File: src/rtl/encoder_8to3_if.sv
// encoder_8to3_if: request/index bundle between the request collector (master) and the encoder (slave)
interface encoder_8to3_if;
  logic [7:0] d;
  logic       en;
  logic [2:0] y;
  logic       valid;
  logic       multi_hot;
  modport master (output d, en, input y, valid, multi_hot);
  modport slave (input d, en, output y, valid, multi_hot);
endinterface

File: src/rtl/encoder_8to3.sv
// encoder_8to3: registered 8-to-3 priority encoder with valid flag; multi-hot detection is built only when ENC_MULTIHOT_DET_EN is defined
module encoder_8to3 #(
  parameter bit LSB_PRIORITY = 1'b0
) (
  input  logic           clk,
  input  logic           rst_n,
  encoder_8to3_if.slave  bus
);
  logic [2:0] idx;
  logic       hit;
  logic       multi;
  // ascending scan: the last set bit wins for MSB priority, the first one for LSB priority
  always_comb begin
    idx = 3'd0;
    hit = 1'b0;
    for (int i = 0; i < 8; i++) begin
      if (bus.d[i] && (!LSB_PRIORITY || !hit)) begin
        idx = 3'(i);
        hit = 1'b1;
      end
    end
  end
`ifdef ENC_MULTIHOT_DET_EN
  assign multi = |(bus.d & 8'(bus.d - 8'd1));
`else
  assign multi = 1'b0;
`endif
  always_ff @(posedge clk or negedge rst_n) begin
    if (!rst_n) begin
      bus.y         <= 3'd0;
      bus.valid     <= 1'b0;
      bus.multi_hot <= 1'b0;
    end else begin
      bus.y         <= bus.en ? idx : 3'd0;
      bus.valid     <= bus.en & hit;
      bus.multi_hot <= bus.en & multi;
    end
  end
endmodule

File: src/flat_wrapper.sv
// flat-port wrapper written by rule: the top's interface ports become plain ports
module encoder_8to3_flat 
#(
  parameter bit LSB_PRIORITY = 1'b0
)
  (clk, rst_n, bus_d, bus_en, bus_y, bus_valid, bus_multi_hot);
  encoder_8to3_if bus_i ();
  input  logic clk;
  input  logic rst_n;
  input wire logic [$bits(bus_i.d)-1:0] bus_d;
  input wire logic [$bits(bus_i.en)-1:0] bus_en;
  output wire logic [$bits(bus_i.y)-1:0] bus_y;
  output wire logic [$bits(bus_i.valid)-1:0] bus_valid;
  output wire logic [$bits(bus_i.multi_hot)-1:0] bus_multi_hot;
  assign bus_i.d = bus_d;
  assign bus_i.en = bus_en;
  assign bus_y = bus_i.y;
  assign bus_valid = bus_i.valid;
  assign bus_multi_hot = bus_i.multi_hot;
  encoder_8to3 #(.LSB_PRIORITY(LSB_PRIORITY)) u_core (.clk(clk), .rst_n(rst_n), .bus(bus_i));
endmodule
File: config.mk
export PLATFORM = sky130hd
export DESIGN_NAME = encoder_8to3_flat
export DESIGN_NICKNAME = d
export VERILOG_FILES = /design/src/rtl/encoder_8to3_if.sv /design/src/rtl/encoder_8to3.sv /design/src/flat_wrapper.sv
export SDC_FILE = /design/constraint.sdc
export NUM_CORES = 1
export LEC_CHECK = 0
export CORE_AREA = 2 2 39 41
export DETAILED_ROUTE_END_ITERATION = 12
export DIE_AREA = 0 0 41 43
export PLACE_DENSITY_LB_ADDON = 0.08
export SYNTH_ARGS = -nofsm -noshare
export SYNTH_HDL_FRONTEND = slang
export SYNTH_SLANG_ARGS = --single-unit
File: constraint.sdc
create_clock -name clk -period 1.3 [get_ports clk]
set_clock_uncertainty 0.15 [all_clocks]
set_input_delay 0.39 -clock clk [delete_from_list [all_inputs] [get_ports clk]]
set_output_delay 0.39 -clock clk [all_outputs]
set_load 0.02 [all_outputs]
==> metrics.txt <==
total grt overflow 0; CTS H-tree depth 1; number of hold violations in the final report 0; synth top area cells dfrtp_1, nor4_2, nor2_1; DRT Wirelength around 450 µm; n_diodes 0; Post-CTS Hold Buffers 0; core region area approximately 0.0014 mm²; CTS tree yes; pre-CTS WS -357 ps; clk sinks 4; CTS max path bufs 2; yosys synthesis warning count 0; routability congestion estimate between 0.7 and 0.8; Async SR Flop Fraction 100%; antenna viol nets, final 0; Pins Over Slew Limit 0; gate count of the mapped netlist 20; Switching Fraction between 20% and 30%; outcome finished, final reports clean; Post-synth EDFFs 0; Mapped Nets 31; crit path from bus_en; Top Ports 16; first-pass GRT wire length 607 µm; Seq pwr share 36.9%; Worst setup EP type flip-flop; unrepaired setup endpoints after global routing no; peak supply drop roughly 210 µV; hold_ws around 210 ps; Hold Path Class in -> async; Port Buf Inserts 14; DR pass1 iterations 2; register bit total from synthesis 4; Cell Area, Synth 191 µm²; CTS buffer count 3; Peak Freq 0.788 GHz; Logic pwr share between 20% and 30%; share of layout cells above drive strength 1 between 30% and 40%; Cell Area, Placed about 370 µm²; drc violations 0; crit path to u_core.bus.valid$_DFF_PN0_; CTS Root Cell clkbuf_4; setup TNS 0 ps; # Max-Cap Violations 0; final setup violation count 0; pwr/cell area 953 mW/mm²; ys flop type dfrtp_1; Avg WL per Cell roughly 8 µm; full die area roughly 0.0018 mm²; min Tclk post-route approximately 1300 ps; Critical Path Start Type input port; pin count of the biggest net entering global routing 5; largest area contributor in the synthesized netlist dfrtp_1; Yosys cell types 12; design area 384 µm²; Final Util about 28%; most common library cells after synthesis dfrtp_1, nor2_1, a21oi_1, inv_1, o21ai_0; sequential fraction of the synthesis area between 50% and 60%; Vias/cell 3.82; final-stage net count 52; CP Class in -> reg; Yosys top cell area share 52.3%; clock-pin slew on the worst setup and hold paths 30 ps; CP arrival 1270 ps; die width around 41 µm; Std-Cell Rows 14; Initial Utilization between 10% and 20%; CP Max Fanout 3; GRT Overall Usage 5.33%; via count 210; area grow syn2layout 101%; vias in the first global route between 150 and 200; period utilization a little over nine tenths; DRT iter0 DRCs 1; Req. time, crit path about 1300 ps; Die Height about 43 µm; initial antenna violation count 0; static leakage about 0.00017 µW; top-count cell post-synth dfrtp_1; clock power share ~40%; DP HPWL 374 µm; P_int around 280 µW; Mean Syn Cell Area ~9.6 µm²; setup ws final around 30 ps; Switch Pwr roughly 86 µW
==> power groups by stage <==
stage / Clock (µW) / Combinational [µW] / Sequential (µW)
3_3_place_gp: 0 / 91.4 / 137
2_1_floorplan: 0 / 18.1 / 149
5_1_grt: 165 / 92.5 / 135
6_report: 146 / 85.2 / 135
3_5_place_dp: 0 / 91.9 / 137
4_1_cts: 157 / 80.1 / 135
==> logic make-up after synthesis <==
logic type	after synthesis	share of synthesized area, %
compound gates	6	19.0
other cells	1	1.96
buf+inv	3	7.85
simple gates	6	19.0
flops	4	52.3
==> sequential cells by signal, indices dropped and copies added, names as in the netlist <==
| register | count |
|---|---|
| u_core.bus.valid | 1 |
| u_core.bus.y | 3 |
==> timing repair <==
item                                    in CTS  in global routing
buffers inserted                             0                  0
pin swaps                                    1                  0
endpoints found under the setup margin       7                  2
gates resized for setup                     21                  4
endpoints found under the hold margin        0                  0
==> worst min path at each step <==
stage,endpoint,start,cells after the start,slack [ps]
global placement,u_core.bus.y[2]$_DFF_PN0_,rst_n,1,450
CTS,u_core.bus.y[1]$_DFF_PN0_,rst_n,1,210
detailed placement,u_core.bus.y[2]$_DFF_PN0_,rst_n,1,460
finish,u_core.bus.y[1]$_DFF_PN0_,rst_n,1,210
global route,u_core.bus.y[1]$_DFF_PN0_,rst_n,1,220
floorplan,u_core.bus.valid$_DFF_PN0_,rst_n,0,-60
==> layout make-up <==
| type | count | area [µm²] |
|---|---|---|
| Clock buffer | 3 | 22.5 |
| Fill cell | 151 | 1000 |
| Inverter | 2 | 7.51 |
| Multi-Input combinational cell | 13 | 96.3 |
| Sequential cell | 4 | 100 |
| Tap cell | 16 | 20.0 |
| Timing Repair Buffer | 17 | 138 |
==> metrics by stage <==
step	std cells	total power, µW
floorplan	20	167
CTS	55	372
detailed placement	52	229
global route	55	393
global placement	52	228
finish	55	366
==> worst max-delay path, stage by stage <==
cell             delay (ps)
clkdlybuf4s50_1         470
inv_1                    60
buf_4                   140
nor2_2                  100
o21bai_1                110
==> layer usage <==
layer / track usage (%) / share of wire, %
met3: 1.57 / 19
met2: 7.19 / 45
met5: 0 / 0
met1: 5.81 / 36
met4: 6.00 / 0
==> layout by cell type, fill, tap and decap left out <==
cell / n
clkdlybuf4s50_1: 6
dlygate4sd2_1: 4
buf_2: 4
dfrtp_1: 4
clkbuf_4: 3
buf_4: 3
nor2_1: 2
inv_1: 2
nor4_2: 2
o21ai_0: 1
a21oi_1: 1
a21oi_2: 1
nor2b_1: 1
o21ai_1: 1
o41ai_2: 1
nor2_2: 1
o21bai_1: 1
conb_1: 1
(Power assumes the default switching activity.)
